[config.mk]
export PLATFORM = sky130hd
export DESIGN_NAME = fight_action_sequencer
export DESIGN_NICKNAME = d
export VERILOG_FILES = /design/src/rtl/fight_action_sequencer.sv
export SDC_FILE = /design/constraint.sdc
export NUM_CORES = 1
export LEC_CHECK = 0
export ABC_CLOCK_PERIOD_IN_PS = 3600
export CAP_MARGIN = 20
export CORE_UTILIZATION = 55
export CTS_CLUSTER_DIAMETER = 200
export DETAILED_ROUTE_END_ITERATION = 7
export GPL_ROUTABILITY_DRIVEN = 0
export PLACE_DENSITY_LB_ADDON = 0.3
export SYNTH_ARGS = -nofsm -noshare
export SYNTH_HDL_FRONTEND = slang
export SYNTH_SLANG_ARGS = --single-unit
[constraint.sdc]
create_clock -name clk -period 3.6 [get_ports clk]
set_input_delay 1.08 -clock clk [delete_from_list [all_inputs] [get_ports clk]]
set_output_delay 1.08 -clock clk [all_outputs]
set_load 0.05 [all_outputs]
[src/rtl/fight_action_sequencer.sv]
// fight_action_sequencer
// Producer side of the fighting-game action interface. Synchronizes and
// debounces both players' commit buttons, latches each player's action
// switches on commit, and once both players have committed (or the second
// player times out) presents action1/action2 with setup time, strikes
// actionEnable for a fixed number of cycles, then holds the codes.
module fight_action_sequencer #(
  parameter int unsigned DEBOUNCE_CYCLES = 16,
  parameter int unsigned SETUP_CYCLES    = 2,
  parameter int unsigned ENABLE_CYCLES   = 2,
  parameter int unsigned HOLD_CYCLES     = 2,
  parameter int unsigned TIMEOUT_CYCLES  = 1000,
  parameter logic [2:0]  DEFAULT_ACTION  = 3'b000
) (
  input  logic       clk,
  input  logic       resetGame,
  input  logic [2:0] p1Switch,
  input  logic       p1Button,
  input  logic [2:0] p2Switch,
  input  logic       p2Button,
  input  logic       gameOver,
  output logic [2:0] action1,
  output logic [2:0] action2,
  output logic       actionEnable,
  output logic       p1Ready,
  output logic       p2Ready,
  output logic       busy
);

  // Counter width: enough to count to max(param,2) with one spare bit.
  function automatic int unsigned cnt_w(input int unsigned v);
    return $clog2((v < 2) ? 2 : v) + 1;
  endfunction

  function automatic int unsigned max3(input int unsigned a, input int unsigned b,
                                       input int unsigned c);
    int unsigned m;
    m = (a > b) ? a : b;
    return (m > c) ? m : c;
  endfunction

  localparam int unsigned DB_W = cnt_w(DEBOUNCE_CYCLES);
  localparam int unsigned PH_W = cnt_w(max3(SETUP_CYCLES, ENABLE_CYCLES, HOLD_CYCLES));
  localparam int unsigned TM_W = cnt_w(TIMEOUT_CYCLES);

  localparam logic [DB_W-1:0] DB_LAST    = DB_W'(DEBOUNCE_CYCLES - 1);
  localparam logic [PH_W-1:0] SETUP_LAST = PH_W'(SETUP_CYCLES - 1);
  localparam logic [PH_W-1:0] EN_LAST    = PH_W'(ENABLE_CYCLES - 1);
  localparam logic [PH_W-1:0] HOLD_LAST  = PH_W'(HOLD_CYCLES - 1);
  localparam logic [TM_W-1:0] TM_LAST    = TM_W'(TIMEOUT_CYCLES - 1);

  typedef enum logic [2:0] {
    S_IDLE,
    S_COLLECT,
    S_SETUP,
    S_FIRE,
    S_HOLD
  } state_t;

  // Index 0 is player 1, index 1 is player 2 throughout.
  logic [1:0]            w_btn_in;
  logic [1:0][2:0]       w_sw_in;
  logic [1:0]            r_btn_s1, r_btn_s2;
  logic [1:0][2:0]       r_sw_s1, r_sw_s2;
  logic [1:0]            r_db;
  logic [1:0][DB_W-1:0]  r_db_cnt;
  logic [1:0]            w_db_flip;
  logic [1:0]            w_commit;
  logic [1:0]            w_commit_ok;
  logic [1:0]            w_ready_eff;
  logic [1:0][2:0]       w_pend_eff;
  logic [1:0]            r_ready;
  logic [1:0][2:0]       r_pend;
  logic [1:0][2:0]       r_action;

  state_t                r_state, w_state_nxt;
  logic [TM_W-1:0]       r_timer;
  logic [PH_W-1:0]       r_phase;
  logic                  w_open;
  logic                  w_load;
  logic                  w_timeout;
  logic                  w_clear_ready;
  logic                  w_enable;
  logic                  w_busy;

  assign w_btn_in   = {p2Button, p1Button};
  assign w_sw_in[0] = p1Switch;
  assign w_sw_in[1] = p2Switch;

  // Two-flop synchronizers for every asynchronous board input.
  // NOTE: sequential state uses non-blocking (<=) so every flop samples the
  // pre-edge value of its source; blocking here would collapse the chain.
  always_ff @(posedge clk) begin
    if (resetGame) begin
      r_btn_s1 <= '0;
      r_btn_s2 <= '0;
      r_sw_s1  <= '0;
      r_sw_s2  <= '0;
    end else begin
      r_btn_s1 <= w_btn_in;
      r_btn_s2 <= r_btn_s1;
      r_sw_s1  <= w_sw_in;
      r_sw_s2  <= r_sw_s1;
    end
  end

  // Debounce decode: flip when the input has disagreed long enough; a rising
  // flip is a commit, gated to the rounds-open states when gameOver is low.
  // NOTE: every always_comb output gets a default before any branch, so no
  // path can leave it unassigned and infer a latch.
  always_comb begin
    w_db_flip   = '0;
    w_commit    = '0;
    w_commit_ok = '0;
    w_ready_eff = '0;
    w_pend_eff  = '0;
    w_open      = (r_state == S_IDLE) || (r_state == S_COLLECT);
    for (int i = 0; i < 2; i++) begin
      w_db_flip[i]   = (r_btn_s2[i] != r_db[i]) && (r_db_cnt[i] == DB_LAST);
      w_commit[i]    = w_db_flip[i] && !r_db[i];
      w_commit_ok[i] = w_commit[i] && w_open && !gameOver;
      w_ready_eff[i] = r_ready[i] || w_commit_ok[i];
      w_pend_eff[i]  = w_commit_ok[i] ? r_sw_s2[i] : r_pend[i];
    end
  end

  // Debounce counters: count consecutive disagreement, restart on any match.
  always_ff @(posedge clk) begin
    if (resetGame) begin
      r_db     <= '0;
      r_db_cnt <= '0;
    end else begin
      for (int i = 0; i < 2; i++) begin
        if (r_btn_s2[i] == r_db[i]) begin
          r_db_cnt[i] <= '0;
        end else if (w_db_flip[i]) begin
          r_db[i]     <= r_btn_s2[i];
          r_db_cnt[i] <= '0;
        end else begin
          r_db_cnt[i] <= r_db_cnt[i] + DB_W'(1);
        end
      end
    end
  end

  // Round FSM next state and decoded outputs.
  always_comb begin
    w_state_nxt   = r_state;
    w_load        = 1'b0;
    w_timeout     = 1'b0;
    w_clear_ready = 1'b0;
    w_enable      = 1'b0;
    w_busy        = 1'b0;
    case (r_state)
      S_IDLE: begin
        if (!gameOver) begin
          if (&w_ready_eff) begin
            w_state_nxt = S_SETUP;
            w_load      = 1'b1;
          end else if (|w_ready_eff) begin
            w_state_nxt = S_COLLECT;
          end
        end
      end
      S_COLLECT: begin
        if (gameOver) begin
          w_state_nxt = S_IDLE;
        end else if (&w_ready_eff) begin
          w_state_nxt = S_SETUP;
          w_load      = 1'b1;
        end else if ((TIMEOUT_CYCLES != 0) && (r_timer == TM_LAST)) begin
          w_state_nxt = S_SETUP;
          w_load      = 1'b1;
          w_timeout   = 1'b1;
        end
      end
      S_SETUP: begin
        w_busy = 1'b1;
        if (r_phase == SETUP_LAST) w_state_nxt = S_FIRE;
      end
      S_FIRE: begin
        w_busy   = 1'b1;
        w_enable = 1'b1;
        if (r_phase == EN_LAST) w_state_nxt = S_HOLD;
      end
      S_HOLD: begin
        w_busy = 1'b1;
        if (r_phase == HOLD_LAST) begin
          w_state_nxt   = S_IDLE;
          w_clear_ready = 1'b1;
        end
      end
      default: w_state_nxt = S_IDLE;
    endcase
  end

  // State register plus the collect timer and the shared phase counter.
  always_ff @(posedge clk) begin
    if (resetGame) begin
      r_state <= S_IDLE;
      r_timer <= '0;
      r_phase <= '0;
    end else begin
      r_state <= w_state_nxt;
      if (r_state != S_COLLECT) begin
        r_timer <= '0;
      end else if (r_timer != '1) begin
        r_timer <= r_timer + TM_W'(1);
      end
      if (w_state_nxt != r_state) begin
        r_phase <= '0;
      end else if (w_busy) begin
        r_phase <= r_phase + PH_W'(1);
      end
    end
  end

  // Pending action registers and ready flags.
  always_ff @(posedge clk) begin
    if (resetGame) begin
      r_ready <= '0;
      r_pend  <= '0;
    end else begin
      for (int i = 0; i < 2; i++) begin
        if (w_clear_ready || (w_open && gameOver)) begin
          r_ready[i] <= 1'b0;
        end else if (w_commit_ok[i]) begin
          r_ready[i] <= 1'b1;
          r_pend[i]  <= r_sw_s2[i];
        end else if (w_timeout && !r_ready[i]) begin
          r_pend[i]  <= DEFAULT_ACTION;
        end
      end
    end
  end

  // Action codes change only on the edge that enters SETUP.
  always_ff @(posedge clk) begin
    if (resetGame) begin
      r_action <= '0;
    end else if (w_load) begin
      for (int i = 0; i < 2; i++) begin
        r_action[i] <= w_ready_eff[i] ? w_pend_eff[i] : DEFAULT_ACTION;
      end
    end
  end

  assign action1      = r_action[0];
  assign action2      = r_action[1];
  assign actionEnable = w_enable;
  assign p1Ready      = r_ready[0];
  assign p2Ready      = r_ready[1];
  assign busy         = w_busy;

endmodule
==> summary.txt, run 1 <==
Yosys
  – Synth Area per Inst: 9.37 um2
  – Synthesized area: 2440 um2
  – Sequential share of the synthesized area: 47.5%
  – Mapped Cells: 261
  – Synth Flop Type: dfxtp_1
  – Post-synth ARST share: 0%
  – YS warnings: 0
  – Mapped Nets: 278
  – Unique masters post-synth: 40
  – Yosys reg bits: 58
  – Post-synth EDFFs: 0

Timing
  – RSZ-0062 raised after global routing: false
  – Minimum clock period: 3.24 ns
  – Normalized max-slew margin: 65.0%
  – Layout Skew: 0.00904 ns
  – Fin Hold WS: 0.435 ns
  – # setup viols final: 0
  – Final Hold Violating Endpoints: 0
  – Max-slew violations: 0
  – Peak Freq: 308 MHz
  – Final setup margin: 0.355 ns
  – Final TNS setup: 0 ns
  – Slew @ Worst Pin: 0.518 ns
  – Final period util: 90.1%

Placed design
  – Cell Area, Placed: 2660 um2
  – Setup WS pre-CTS: 0.460 ns
  – Inst Count DP: 319
  – IO Port Bufs: 20
  – Detailed placement HPWL: 2900 um

Drt
  – DR vias: 1842
  – Remaining DRCs: 0
  – Routed wire length: 4230 um
  – Initial DRC Count: 135
  – Via density: 5.50
  – Wire length per cell: 12.6 um
  – Antenna Nets Post-Route: 0
  – Router iterations before antenna repair: 4

Clocking
  – H-tree depth: 3
  – Total clock sinks: 58
  – CTS tree: built
  – Clock-pin slew on the worst setup and hold paths: 0.06 ns
  – Skew-Pair Late Insertion Delay: 0.33 ns
  – Clk buf depth: 2
  – Post-CTS Hold Fix Bufs: 0
  – Root Buffer: clkbuf_8
  – Resized cells post-CTS: 0
  – Num CTS Buffers: 9
  – Setup Fix Bufs, Post-CTS: 0

Cells and area
  – Antenna Cells: 0
  – Final instance area: 2840 um2
  – Filler Cell Count: 341
  – Commonest non-fill, non-tap cells in the layout: dfxtp_1, nor2_1, nor2b_1
  – FF+latch area: 1160 um2
  – Nets: 297
  – Post-layout util: 68.5%
  – Area Growth Syn to Fin: 16.2%
  – Footprint of the multi-input gates: 1180 um2
  – Layout cells sized above 1: 7.02%
  – Most common cell after layout, fill and taps aside: dfxtp_1
  – Non-Filler Instances: 335

Setup path
  – WS Path Type: register to output port
  – WP data required: 2.52 ns
  – Slowest stage cell, crit path: clkdlybuf4s50_1
  – CP peak stage delay: 0.79 ns
  – CP Capture Type: output port
  – Cell family with most CP delay: buffers and inverters
  – Crit path buffers/inverters: 2
  – Worst Path Max Fanout: 14
  – CP startpoint kind: register
  – Critical path, cell by cell: nor2b_1 > a21oi_1 > inv_1 > clkdlybuf4s50_1
  – CP Data Arrival Time: 2.16 ns

Pwr
  – Clock Power Share: 41.9%
  – Pwr dens: 453 nW/um2
  – Switch share: 22.5%
  – Logic pwr share: 6.3%
  – Worst VDD drop: 0.317 mV
  – Sw power: 0.289 mW
  – Total power draw: 1.29 mW
  – P_int: 0.997 mW
  – Lkg Pwr: 1.06 nW
  – Seq pwr share: 51.8%

Outcome
  – Outcome: finished clean

Global routing
  – First-pass GRT wire length: 6950 um
  – Vias in the first global route: 1601
  – Initial antenna violation count: 0
  – Grt total ovfl: 0
  – GRT Overall Usage: 20.6%
  – Largest net degree at the start of global routing: 31

Die
  – Die W: 68.7 um
  – Die Y: 68.7 um
  – Die Area: 4720 um2
  – Total I/O pin count: 21
  – Core Area: 4140 um2
  – Initial Utilization: 59.0%
  – Row count: 23

Run
  – Max_cap viols: 0

Worst hold path
  – Worst Hold Class: register to register
[state kept, by name, indices dropped and copies added (netlist names)]
register  count
action1       3
action2       3
r_btn_s1      2
r_btn_s2      2
r_db          2
r_db_cnt     10
r_pend        6
r_phase       2
r_ready       2
r_state       3
r_sw_s1       6
r_sw_s2       6
r_timer      11
[area by class of cell]
class | count | area share (%)
Multi-Input combinational cell | 179 | 41.7
Timing Repair Buffer | 21 | 7.31
Clock inverter | 2 | 0.352
Tap cell | 50 | 2.20
Sequential cell | 58 | 40.9
Clock buffer | 14 | 6.08
Inverter | 11 | 1.45
[path summary, 6_finish.rpt]
check	start	endpoint	slack, ns	cells after the start
max	r_state[1]$_SDFF_PP0_	busy	0.36	4
min	r_sw_s1[4]$_SDFF_PP0_	r_sw_s2[4]$_SDFF_PP0_	0.44	1
max reg2reg	r_db_cnt[0]$_SDFF_PP0_	action2[2]$_SDFFE_PP0P_	1.24	8
min reg2reg	r_sw_s1[4]$_SDFF_PP0_	r_sw_s2[4]$_SDFF_PP0_	0.44	1
[synthesized netlist by cell type (4+ instances only)]
| cell type | number | area share, % |
|---|---|---|
| a21oi_1 | 13 | 2.7 |
| nand2_1 | 14 | 2.1 |
| nor2b_1 | 23 | 5.9 |
| clkbuf_1 | 11 | 1.7 |
| a32o_1 | 6 | 2.5 |
| ha_1 | 6 | 3.1 |
| nand3_1 | 12 | 2.5 |
| mux2i_1 | 4 | 1.6 |
| and3_1 | 6 | 1.5 |
| xor2_1 | 8 | 2.9 |
| xnor2_1 | 8 | 2.9 |
| nor2_1 | 29 | 4.5 |
| inv_1 | 11 | 1.7 |
| dfxtp_1 | 58 | 47 |
| nor3_1 | 5 | 1.0 |
| mux2_1 | 6 | 2.8 |
[power by group through the flow]
stage | logic (mW) | clock network, mW | registers, mW
after floorplan | 0.0630 | 0 | 0.675
after global placement | 0.0792 | 0 | 0.680
after detailed placement | 0.0804 | 0 | 0.680
after CTS | 0.0809 | 0.553 | 0.666
after global routing | 0.0902 | 0.583 | 0.668
final | 0.0808 | 0.539 | 0.666
[cells by family after synthesis]
group	after synthesis	synth area share [%]
compound gates	38	11.2
buf+inv	24	4.04
xor+xnor	16	5.73
flops	58	47.5
simple gates	109	24.1
fa+ha+maj	6	3.07
mux	10	4.40
[layer usage]
| layer | track usage (%) | part of all wire [%] | vias to the layer above |
|---|---|---|---|
| met4 | 10.2 | 1.7 | 0 |
| li1 | - | - | 936 |
| met1 | 26.1 | 48 | 860 |
| met5 | 0 | 0 | - |
| met3 | 6.91 | 4.8 | 7 |
| met2 | 31.3 | 46 | 39 |
[worst reg2reg max path: cells and delay by family (launching register included)]
kind            cells  cell delay, ns
fa+ha+maj           2            0.44
simple gates        3            0.50
compound gates      2            0.64
mux                 1            0.37
flops               1            0.32
Note: power is estimated with default switching activity, not from simulation.
==> run 2, diff against run 1 <==
--- a/config.mk
+++ b/config.mk
@@ -7,9 +7,11 @@
 export LEC_CHECK = 0
 export ABC_CLOCK_PERIOD_IN_PS = 3600
 export CAP_MARGIN = 20
+export CORE_MARGIN = 1
 export CORE_UTILIZATION = 55
 export CTS_CLUSTER_DIAMETER = 200
 export DETAILED_ROUTE_END_ITERATION = 7
+export DONT_BUFFER_PORTS = 1
 export GPL_ROUTABILITY_DRIVEN = 0
 export PLACE_DENSITY_LB_ADDON = 0.3
 export SYNTH_ARGS = -nofsm -noshare
==> run 2 against run 1 <==
Sequential share of layout area increased by 3.5 points. Die area stayed put. Maximum frequency increased by 19%. Total power fell by 5.6%. Clock power fell by 9.3%. Non-clock buffer count shrank 20. Via count is 5.2% lower. First-iteration DRC count fell by 13%. Critical endpoint unchanged. Sequential power barely moved. Final area fell by 7.9%. Flip-flop and latch count did not move.
==> summary.txt, run 2 (synthesis gave the netlist of run 1 again) <==
Drt
  – WL met3: 190 um
  – Initial DRC Count: 118
  – Remaining DRCs: 0
  – Routed wire length: 3990 um
  – Via density: 5.58
  – Highest Signal Layer: met4
  – Wire length on met1: 2010 um
  – Wire length per cell: 12.7 um
  – DR vias: 1746
  – Router iterations before antenna repair: 4
  – Wire length on met2: 1760 um
  – Antenna Nets Post-Route: 0

Clocking
  – Clock-pin slew on the worst setup and hold paths: 0.07 ns
  – Root Buffer: clkbuf_8
  – Setup Fix Bufs, Post-CTS: 0
  – Clk buf depth: 2
  – Total clock sinks: 58
  – Post-CTS Hold Fix Bufs: 0
  – H-tree depth: 3
  – Num CTS Buffers: 9
  – Skew-Pair Late Insertion Delay: 0.33 ns
  – Resized cells post-CTS: 0
  – CTS tree: built

Setup path
  – WS Path Type: register to output port
  – CP Data Arrival Time: 1.65 ns
  – WP data required: 2.52 ns
  – CP Capture Type: output port
  – CP peak stage delay: 0.60 ns
  – Slowest stage cell, crit path: dfxtp_1
  – CP Depth: 3
  – CP startpoint kind: register
  – Critical path, cell by cell: nor2b_1 > a21oi_1 > inv_1
  – Crit path buffers/inverters: 1
  – Reg2reg path depth: 8
  – Cell family with most CP delay: flip-flops
  – Worst Path Max Fanout: 14

Global routing
  – Vias in the first global route: 1491
  – First-pass GRT wire length: 6580 um
  – Largest net degree at the start of global routing: 40
  – Initial antenna violation count: 0
  – GRT Overall Usage: 19.7%
  – Grt total ovfl: 0

Cells and area
  – Biggest regs: r_timer: 11 flops, r_db_cnt: 10 flops
  – Layout cells sized above 1: 7.60%
  – FF+latch area: 1160 um2
  – Largest register by flop count: r_timer
  – Footprint of the multi-input gates: 1180 um2
  – Nets: 277
  – Commonest non-fill, non-tap cells in the layout: dfxtp_1, nor2_1, nor2b_1
  – Area Growth Syn to Fin: 6.96%
  – Most common cell after layout, fill and taps aside: dfxtp_1
  – Antenna Cells: 0
  – Largest register FFs: 11
  – Filler Cell Count: 375

Die
  – Die W: 68.7 um
  – Die Area: 4720 um2
  – Initial Utilization: 59.0%
  – Row count: 23
  – Core Area: 4140 um2
  – Die Y: 68.7 um
  – Total I/O pin count: 21

Pwr
  – Switch share: 22.9%
  – Logic pwr share: 4.9%
  – Worst VDD drop: 0.420 mV
  – Seq pwr share: 54.8%
  – Clock Power Share: 40.2%
  – Total power draw: 1.22 mW
  – P_int: 0.937 mW
  – Lkg Pwr: 0.975 nW
  – Pwr dens: 465 nW/um2
  – Sw power: 0.278 mW

Timing
  – RSZ-0062 raised after global routing: false
  – Final setup margin: 0.873 ns
  – Slew @ Worst Pin: 0.781 ns
  – Minimum clock period: 2.73 ns
  – Layout Skew: 0.0113 ns
  – # setup viols final: 0
  – Peak Freq: 367 MHz
  – Final period util: 75.8%
  – Normalized max-slew margin: 47.8%
  – Final Hold Violating Endpoints: 0
  – Max-slew violations: 0
  – Fin Hold WS: 0.433 ns
  – Final TNS setup: 0 ns

Placed design
  – Setup WS pre-CTS: 0.977 ns
  – Detailed placement HPWL: 2700 um
  – IO Port Bufs: 0

Worst hold path
  – Worst Hold Class: register to register
  – WHS Path Cells: 1

Run
  – Max_cap viols: 0

Outcome
  – Outcome: finished clean
[run 2: changes by cell type in the layout (fill, tap and decap cells not counted), sizes merged]
cell and change:
clkinv +2, clkbuf -4, clkdlybuf4s50 -20
[run 2: final cells by class]
type	instances	share of cell area, %
Timing Repair Buffer	1	0.287
Tap cell	50	2.39
Sequential cell	58	44.4
Clock buffer	10	5.26
Inverter	11	1.58
Multi-Input combinational cell	179	45.3
Clock inverter	4	0.766
[run 2: worst paths after layout]
| kind | start | to | slack (ns) |
|---|---|---|---|
| worst max-delay path | r_state[1]$_SDFF_PP0_ | busy | 0.87 |
| worst min-delay path | r_sw_s1[1]$_SDFF_PP0_ | r_sw_s2[1]$_SDFF_PP0_ | 0.43 |
| worst max register to register | r_db_cnt[0]$_SDFF_PP0_ | action2[0]$_SDFFE_PP0P_ | 1.24 |
| worst min register to register | r_sw_s1[1]$_SDFF_PP0_ | r_sw_s2[1]$_SDFF_PP0_ | 0.43 |
[run 2: routing by layer]
| metal | GRT usage, % | vias to the layer above |
|---|---|---|
| met5 | 0 | - |
| met4 | 7.81 | 0 |
| met3 | 9.05 | 5 |
| met2 | 28.1 | 39 |
| met1 | 25.7 | 807 |
| li1 | - | 895 |
[run 2: through the flow]
| stage | cell area (um2) | instances | utilization, % |
|---|---|---|---|
| detailed placement | 2460 | 299 | 59.3 |
| global placement | 2460 | 299 | 59.3 |
| CTS | 2620 | 313 | 63.1 |
| finish | 2620 | 313 | 63.1 |
| floorplan | 2440 | 261 | - |
| global route | 2620 | 313 | 63.1 |
[run 2: power by group through the flow]
stage	clock [mW]	combinational, mW	sequential, mW
final	0.489	0.0600	0.666
after global routing	0.541	0.0676	0.668
after CTS	0.505	0.0606	0.666
after detailed placement	0	0.0600	0.680
after global placement	0	0.0601	0.680
after floorplan	0	0.0630	0.675
==> run 3, diff against run 2 <==
--- a/config.mk
+++ b/config.mk
@@ -5,7 +5,7 @@
 export SDC_FILE = /design/constraint.sdc
 export NUM_CORES = 1
 export LEC_CHECK = 0
-export ABC_CLOCK_PERIOD_IN_PS = 3600
+export ABC_CLOCK_PERIOD_IN_PS = 2590
 export CAP_MARGIN = 20
 export CORE_MARGIN = 1
 export CORE_UTILIZATION = 55
==> constraint.sdc (replaced) <==
create_clock -name clk -period 2.59 [get_ports clk]
set_input_delay 0.777 -clock clk [delete_from_list [all_inputs] [get_ports clk]]
set_output_delay 0.777 -clock clk [all_outputs]
set_load 0.05 [all_outputs]
==> run 3 against run 2 <==
Clock power is 73% higher. First-iteration DRC count is 8.5% lower. Via count is 1.5% higher. Worst hold slack worse by 0.00094 ns. Global-route usage is 0.68 points higher. Sequential share of layout area is 1.0 points lower. Combinational power is 42% higher. Final area is 2.3% higher. Die area stayed put. Worst setup slack worse by 0.72 ns. Critical path type unchanged. Critical endpoint unchanged.
==> summary.txt, run 3 (synthesis gave the netlist of run 1 again) <==
Outcome
  – Outcome: finished clean

Pwr
  – Worst VDD drop: 0.612 mV
  – Sw power: 0.394 mW
  – P_int: 1.46 mW
  – Switch share: 21.2%
  – Pwr dens: 694 nW/um2
  – Total power draw: 1.86 mW
  – Seq pwr share: 49.9%
  – Logic pwr share: 4.6%
  – Clock Power Share: 45.6%
  – Lkg Pwr: 1.00 nW

Global routing
  – Met1 GRT Util: 26.7%
  – Largest net degree at the start of global routing: 40
  – Grt total ovfl: 0
  – Met2 Track Usage GR: 28.9%
  – First-pass GRT wire length: 6800 um
  – Vias in the first global route: 1507
  – Busiest grt layer: met2
  – GRT Overall Usage: 20.4%
  – Initial antenna violation count: 0
  – Routing usage on met3: 5.10%

Clocking
  – CTS tree: built
  – Clock-pin slew on the worst setup and hold paths: 0.06 ns
  – Resized cells post-CTS: 0
  – Post-CTS Hold Fix Bufs: 0
  – Clk buf depth: 2
  – Total clock sinks: 58
  – Num CTS Buffers: 9
  – Root Buffer: clkbuf_8
  – Setup Fix Bufs, Post-CTS: 0
  – H-tree depth: 3
  – Skew-Pair Late Insertion Delay: 0.33 ns

Timing
  – Normalized max-slew margin: 64.4%
  – Layout Skew: 0.00519 ns
  – Final TNS setup: 0 ns
  – Peak Freq: 409 MHz
  – Final setup margin: 0.148 ns
  – RSZ-0062 raised after global routing: false
  – Final period util: 94.3%
  – Max-slew violations: 0
  – # setup viols final: 0
  – Minimum clock period: 2.44 ns
  – Slew @ Worst Pin: 0.534 ns
  – Final Hold Violating Endpoints: 0

Die
  – Die Y: 68.7 um
  – Row count: 23
  – Die Area: 4720 um2
  – Initial Utilization: 59.0%
  – Die W: 68.7 um
  – Core Area: 4140 um2
  – Total I/O pin count: 21

Cells and area
  – Biggest regs: r_timer: 11 flops, r_db_cnt: 10 flops
  – Largest register FFs: 11
  – Antenna Cells: 0
  – Area Growth Syn to Fin: 9.47%
  – Post-layout util: 64.6%
  – Nets: 279
  – Footprint of the multi-input gates: 1180 um2
  – Filler Cell Count: 362
  – Commonest non-fill, non-tap cells in the layout: dfxtp_1, nor2_1, nor2b_1
  – Layout cells sized above 1: 8.27%
  – Largest register by flop count: r_timer
  – FF+latch area: 1160 um2
  – Most common cell after layout, fill and taps aside: dfxtp_1

Drt
  – Wire length per cell: 13.2 um
  – Routed wire length: 4160 um
  – DR vias: 1772
  – Via density: 5.61
  – Remaining DRCs: 0
  – Router iterations before antenna repair: 4
  – Initial DRC Count: 108
  – Antenna Nets Post-Route: 0

Placed design
  – Setup WS pre-CTS: 0.253 ns
  – IO Port Bufs: 0
  – Detailed placement HPWL: 2780 um

Run
  – Max_cap viols: 0

Setup path
  – CP Data Arrival Time: 1.67 ns
  – WS Path Type: register to output port
  – CP startpoint kind: register
  – WP data required: 1.81 ns
  – Worst Path Max Fanout: 14
  – CP Capture Type: output port

Worst hold path
  – Worst Hold Class: register to register
==> run 3: changes by cell type in the layout (fill, tap and decap cells not counted), sizes merged <==
| cell | previous run | this run |
|---|---|---|
| buf | 1 | 3 |
| bufinv | 0 | 1 |
| clkbuf | 10 | 13 |
| clkinv | 4 | 1 |
==> run 3: metal layers <==
metal	vias up	share of wire (%)
li1	902	-
met1	826	49
met2	36	44
met3	8	4.3
met4	0	2.5
met5	-	0
==> run 3: power groups by stage <==
stage | clock network [mW] | logic [mW] | registers [mW]
final | 0.846 | 0.0849 | 0.926
after global routing | 0.901 | 0.0961 | 0.928
after CTS | 0.868 | 0.0855 | 0.926
after detailed placement | 0 | 0.0849 | 0.946
after global placement | 0 | 0.0837 | 0.945
after floorplan | 0 | 0.0875 | 0.938
==> run 3: worst paths after layout <==
path,from,end,slack [ns],cells after the start
hold / removal,r_sw_s1[1]$_SDFF_PP0_,r_sw_s2[1]$_SDFF_PP0_,0.43,1
hold reg to reg,r_sw_s1[1]$_SDFF_PP0_,r_sw_s2[1]$_SDFF_PP0_,0.43,1
setup / recovery,r_state[1]$_SDFF_PP0_,busy,0.15,3
setup reg to reg,r_db_cnt[5]$_SDFF_PP0_,action2[2]$_SDFFE_PP0P_,0.24,8
==> run 3: cell type report <==
| cell class | instances | area share (%) |
|---|---|---|
| multi-input cells | 179 | 44.3 |
| clock buffers | 13 | 6.31 |
| inverters | 11 | 1.54 |
| well taps | 50 | 2.34 |
| flip-flops and latches | 58 | 43.4 |
| repair buffers | 3 | 0.842 |
| clock inverters | 2 | 1.31 |
==> run 3: metrics by stage <==
| stage | instance area (um2) | hold slack, ns | std cells |
|---|---|---|---|
| floorplan | 2440 | 0.414 | 261 |
| global placement | 2470 | 0.418 | 301 |
| detailed placement | 2470 | 0.422 | 301 |
| CTS | 2680 | 0.436 | 316 |
| global route | 2680 | 0.447 | 316 |
| finish | 2680 | 0.433 | 316 |
==> run 3: worst max-delay path: stages, from the launching register on <==
cell     delay, ns
dfxtp_1       0.62
nor2b_1       0.24
a21oi_1       0.10
inv_1         0.37
==> RTL change 1 (flow settings as in run 3) <==
Encoding of `state_t`: now Gray code (3 bits for 5 states).
--- a/src/rtl/fight_action_sequencer.sv
+++ b/src/rtl/fight_action_sequencer.sv
@@ -50,11 +50,11 @@
   localparam logic [TM_W-1:0] TM_LAST    = TM_W'(TIMEOUT_CYCLES - 1);
 
   typedef enum logic [2:0] {
-    S_IDLE,
-    S_COLLECT,
-    S_SETUP,
-    S_FIRE,
-    S_HOLD
+    S_IDLE    = 3'b000,
+    S_COLLECT = 3'b001,
+    S_SETUP   = 3'b011,
+    S_FIRE    = 3'b010,
+    S_HOLD    = 3'b110
   } state_t;
 
   // Index 0 is player 1, index 1 is player 2 throughout.
Formal check against the unedited RTL: same outputs for any inputs over 10 cycles, from zero or initial values and one cycle with resetGame high; not proved beyond that.
==> RTL change 1 against run 3 <==
Synthesized area is 3.4% lower. Final area is 1.4% lower. Non-clock buffer count is 1 higher. Setup slack better by 0.30 ns. Largest cell class is now registers. Sequential cell count stayed put. Die area is 3.3% lower. Wire length hardly changed.
Power is not compared: it rests on default switching activity, and its combinational part moved more than twofold at a synthesized area within 25%.
==> RTL change 1: results (changes against run 3) <==
The maximum number of pins on one net before global-route repair came to 37 (-7.5%). The timing endpoint of the critical path is action1[2]. The met2 track utilization from global routing came to 0.339 (+0.0499). The leakage power is 0.960 nW. The slack of the worst reg-to-reg path was 0.45 ns (+0.21 ns). The slew at the pin closest to its max-slew limit came out at 0.695 ns (+0.161 ns). The share of cell area taken by muxes after synthesis is 0.00847 (-0.0355). The adder-cell share of the synthesized area is 0.0318 (+0.00107). The global-route usage over all layers came out at 0.213 (+0.00913). The endpoint arrival time on the critical path is 2.37 ns (+0.70 ns).

The register clock-pin slew on the reported worst setup and hold paths came to 0.06 ns (about the same). The wire length on met1 is 1.88 mm (-8.5%). The kind of cell adding the most delay to the critical path is compound AO/OA/AOI/OAI gates. The xor-xnor portion of the synthesized cell area is 0.0556 (-0.00170). The first-pass GRT wire length came to 6.93 mm (+1.8%). The met1 demand-to-capacity share in global routing came out at 0.233 (-0.0340). After synthesis, the cell types taking the most area are dfxtp_1 (49%), nor2b_1 (4.5%), nor2_1 (3.3%).

The wire length on met3 is 267 um (+50%). The detailed router's first-iteration violation count came out at 91 (-16%). The largest stage delay on the critical path was 0.35 ns (-0.27 ns). In this run the critical register-to-register path is launched from r_db_cnt[0]. The post-route clock period utilization is 0.827 (-0.115). The maximum VDD drop is 563 uV. The placed wire-length estimate after detailed placement came out at 2.90 mm (+4.5%).

The vias per cell was 5.47 (-2.4%). The type of the worst setup path is reg -> reg. The met3 track utilization from global routing came out at 0.0997 (+0.0487).

The final-stage net count is 268 (-3.9%). The number of nets produced by synthesis came out at 264 (-5.0%). The run finished with clean final reports. The final clock skew is 0.00553 ns (+0.000339 ns). The part of the Yosys area used for sequential elements is 0.492 (+0.0166). The post-placement worst setup slack came out at 0.238 ns (-0.0144 ns). The number of cells upsized or downsized after cts came to 0 (unchanged).

The maximum fanout count along the critical path was 8 (-6). The detailed-routed wire length on met2 is 1.93 mm (+6.2%). The layout cell share with drive strength beyond 1 is 0.0898 (+0.00714). The number of unique standard cell types used by synthesis came out at 41 (+2.5%).

The fill cell instance count of the final layout came out at 343 (-5.2%). The via count of the first global-routing pass came out at 1562 (+3.6%). The number of buffers added for setup after CTS is 0 (unchanged).
## RTL change 1: changes by cell type in the layout (fill, tap and decap cells not counted), sizes merged, moves of 3 or more
cell	delta
a21oi	-4
nand2b	+5
nor2b	-6
a221oi	+3
nand3	-4
o211a	-3
nor2	-8
a311oi	+5
mux2	-6
nor4b	-3
nor4	+3
## RTL change 1: power breakdown
part / switching, mW / internal [mW]
clock network: 0.334 / 0.638
logic: 0.0147 / 0.0135
registers: 0.00339 / 0.905
## RTL change 1: per-stage QoR
stage / hold slack (ns) / instance area, um^2 / std cells / utilization
final: 0.434 / 2640 / 306 / 0.651
after detailed placement: 0.421 / 2410 / 290 / 0.593
after floorplan: 0.414 / 2360 / 247 / -
after global placement: 0.419 / 2410 / 290 / 0.593
after global routing: 0.440 / 2640 / 306 / 0.651
after CTS: 0.437 / 2640 / 306 / 0.651
## RTL change 1: how the worst min path moves through the flow
stage / start / cells past startpoint / endpoint / slack (ns)
3_5_place_dp: r_sw_s1[1] / 1 / r_sw_s2[1] / 0.42
6_report: r_sw_s1[5] / 1 / r_sw_s2[5] / 0.43
3_3_place_gp: r_sw_s1[3] / 1 / r_sw_s2[3] / 0.42
4_1_cts: r_sw_s1[1] / 1 / r_sw_s2[1] / 0.44
2_1_floorplan: r_btn_s1[0] / 1 / r_btn_s2[0] / 0.41
5_1_grt: r_btn_s1[1] / 1 / r_btn_s2[1] / 0.44
## RTL change 1: cell type report
cell class	instances	area (um^2)	share of cell area
Multi-Input combinational cell	165	1100	0.418
Timing Repair Buffer	4	30.0	0.0114
Clock buffer	11	131	0.0498
Tap cell	50	62.6	0.0237
Inverter	13	48.8	0.0185
Sequential cell	58	1160	0.440
Clock inverter	5	103	0.0389
==> RTL change 2 (settings of run 3) <==
Made on the original files. `DEBOUNCE_CYCLES`: 16 -> 8.
--- a/src/rtl/fight_action_sequencer.sv
+++ b/src/rtl/fight_action_sequencer.sv
@@ -5,7 +5,7 @@
 // player times out) presents action1/action2 with setup time, strikes
 // actionEnable for a fixed number of cycles, then holds the codes.
 module fight_action_sequencer #(
-  parameter int unsigned DEBOUNCE_CYCLES = 16,
+  parameter int unsigned DEBOUNCE_CYCLES = 8,
   parameter int unsigned SETUP_CYCLES    = 2,
   parameter int unsigned ENABLE_CYCLES   = 2,
   parameter int unsigned HOLD_CYCLES     = 2,
Function: no difference found for any inputs over 10 cycles, from zero or initial values and one cycle with resetGame high; that may be too few to reach the edited logic, so the function may still have changed.
==> RTL change 2 against run 3 <==
Sequential cell count is 2 lower. Synthesized area is 0.10% lower. Setup slack improved by 0.043 ns. Final area fell by 3.3%. Wire length rose by 4.1%. Die area decreased by 0.10%. Via count increased by 3.5%. Non-clock buffer count rose by 1. Count of clock-buffer cells in the layout decreased by 8. Final cell count is 1.3% higher. Largest cell class unchanged. Highest routed layer unchanged.
Power is not compared: it rests on default switching activity, and its combinational part moved more than twofold at a synthesized area within 25%.
==> RTL change 2: results (changes against run 3) <==
The worst-path cell with the longest stage delay is dfxtp_1. The maximum fanout count along the critical path came out at 12 (-2). The number of H-tree branching levels was 2 (-1). The fill cell instance count of the final layout is 376 (+3.9%). The placed wire-length estimate after detailed placement is 3.00 mm (+8.0%).

The first-pass GRT wire length came out at 6.93 mm (+1.8%). The register clock-pin slew on the reported worst setup and hold paths came out at 0.10 ns (+0.04 ns). The maximum number of pins on one net before global-route repair was 38 (-5.0%).

The worst max-slew margin expressed relative to the limit came to 0.633 (-0.0107). The endpoint arrival time on the critical path is 1.62 ns (-0.05 ns). The proportion of register bits with asynchronous set or reset after synthesis came to 0 (unchanged). The clock latency of the later-clocked register in the worst-skew pair is 0.31 ns (-0.02 ns). The final-stage net count came to 284 (+1.8%). The post-synthesis average cell area came to 9.05 um^2 (-3.4%). The flow ran to the end, and the final reports show no timing, DRC or antenna violations. The vias after detailed routing is 1834 (+3.5%). The global-route usage over all layers came out at 0.201 (-0.00356). The layout cell share with drive strength beyond 1 is 0.0963 (+0.0136). The number of buffers added by the clock tree synthesis step is 5 (-4). The leakage power came out at 0.930 nW. The number of nets produced by synthesis came to 285 (+2.5%). The total instance count after detailed placement came out at 312 (+3.7%). The via count of the first global-routing pass is 1521 (+0.93%). The number of inserted diodes came to 0 (unchanged).

The largest registers in the layout are r_timer x11, r_db_cnt x8. The met3 track utilization from global routing is 0.0493 (-0.00164). The count of placed standard cells in the final layout, fillers left out came out at 320 (+1.3%).

The power spent charging and discharging nets came out at 301 uW. The detailed router's first-iteration violation count is 146 (+35%). The final clock skew is 0.00747 ns (+0.00227 ns). The maximum VDD drop is 482 uV. The commonest cells after synthesis are dfxtp_1 (56), nor2_1 (27), a21oi_1 (20), nand2_1 (20), nor2b_1 (19). The wire length after detailed routing came out at 4.33 mm (+4.1%). The met2 track utilization from global routing came to 0.293 (+0.00368). The number of unique standard cell types used by synthesis is 46 (+15%). Sorting the synthesized cells by area gives the leading types as dfxtp_1 (46%), nor2b_1 (4.9%), nor2_1 (4.1%). The wire length on met3 is 219 um (+23%). The detailed-routed wire length on met2 came out at 1.92 mm (+5.4%). The wire length on met1 came out at 2.13 mm (+3.5%).

The part of the Yosys area used for sequential elements is 0.459 (-0.0159). Clock tree synthesis selected as its root buffer the cell clkbuf_8. The met1 demand-to-capacity share in global routing is 0.279 (+0.0120). The largest stage delay on the critical path came to 0.56 ns (-0.06 ns). The number of cells upsized or downsized after cts is 0 (unchanged).
==> RTL change 2: worst reg2reg max path: cells and delay by family, from the launching register on <==
kind             cells  cell delay, ns
AO/OA/AOI/OAI        1            0.21
flip-flops           1            0.44
AND/OR/NAND/NOR      4            1.51
==> RTL change 2: cell type report <==
cell class,instances,area (um^2),share of cell area
multi-input combinational,193,1220,0.473
sequential,56,1120,0.433
clock buffer,5,68.8,0.0266
tap,50,62.6,0.0242
clock inverter,3,47.5,0.0184
inverter,9,33.8,0.0130
timing repair buffer,4,30.0,0.0116
==> RTL change 2: logic make-up (layout without fill, tap and decap cells) <==
group,after synthesis,count (layout),share of synthesized area
adder cells (fa/ha/maj),4,4,0.0205
buffers and inverters,21,21,0.0394
multiplexers,6,6,0.0261
AND/OR/NAND/NOR,122,122,0.277
AO/OA/AOI/OAI,45,45,0.121
XOR/XNOR,16,16,0.0574
flip-flops,56,56,0.459
==> RTL change 2: worst paths after layout <==
path,startpoint,to,slack (ns),cells past startpoint
setup / recovery,r_state[1],busy,0.19,3
hold / removal,r_btn_s1[0],r_btn_s2[0],0.44,1
setup reg to reg,r_timer[2],action1[0],0.33,5
hold reg to reg,r_btn_s1[0],r_btn_s2[0],0.44,1
==> RTL change 2: metrics by stage <==
step                hold slack [ns]  cell area (um^2)  setup slack (ns)
detailed placement            0.423              2470             0.333
floorplan                     0.414              2440             0.436
global route                  0.456              2590            0.0415
finish                        0.443              2590             0.191
CTS                           0.446              2590            0.0894
global placement              0.420              2470             0.404
==> RTL change 2: power groups by stage <==
stage	clock network, mW	logic, mW	registers, mW
global placement	0	0.0292	0.897
floorplan	0	0.0336	0.896
detailed placement	0	0.0298	0.897
CTS	0.586	0.0301	0.877
finish	0.572	0.0302	0.877
global route	0.615	0.0340	0.879
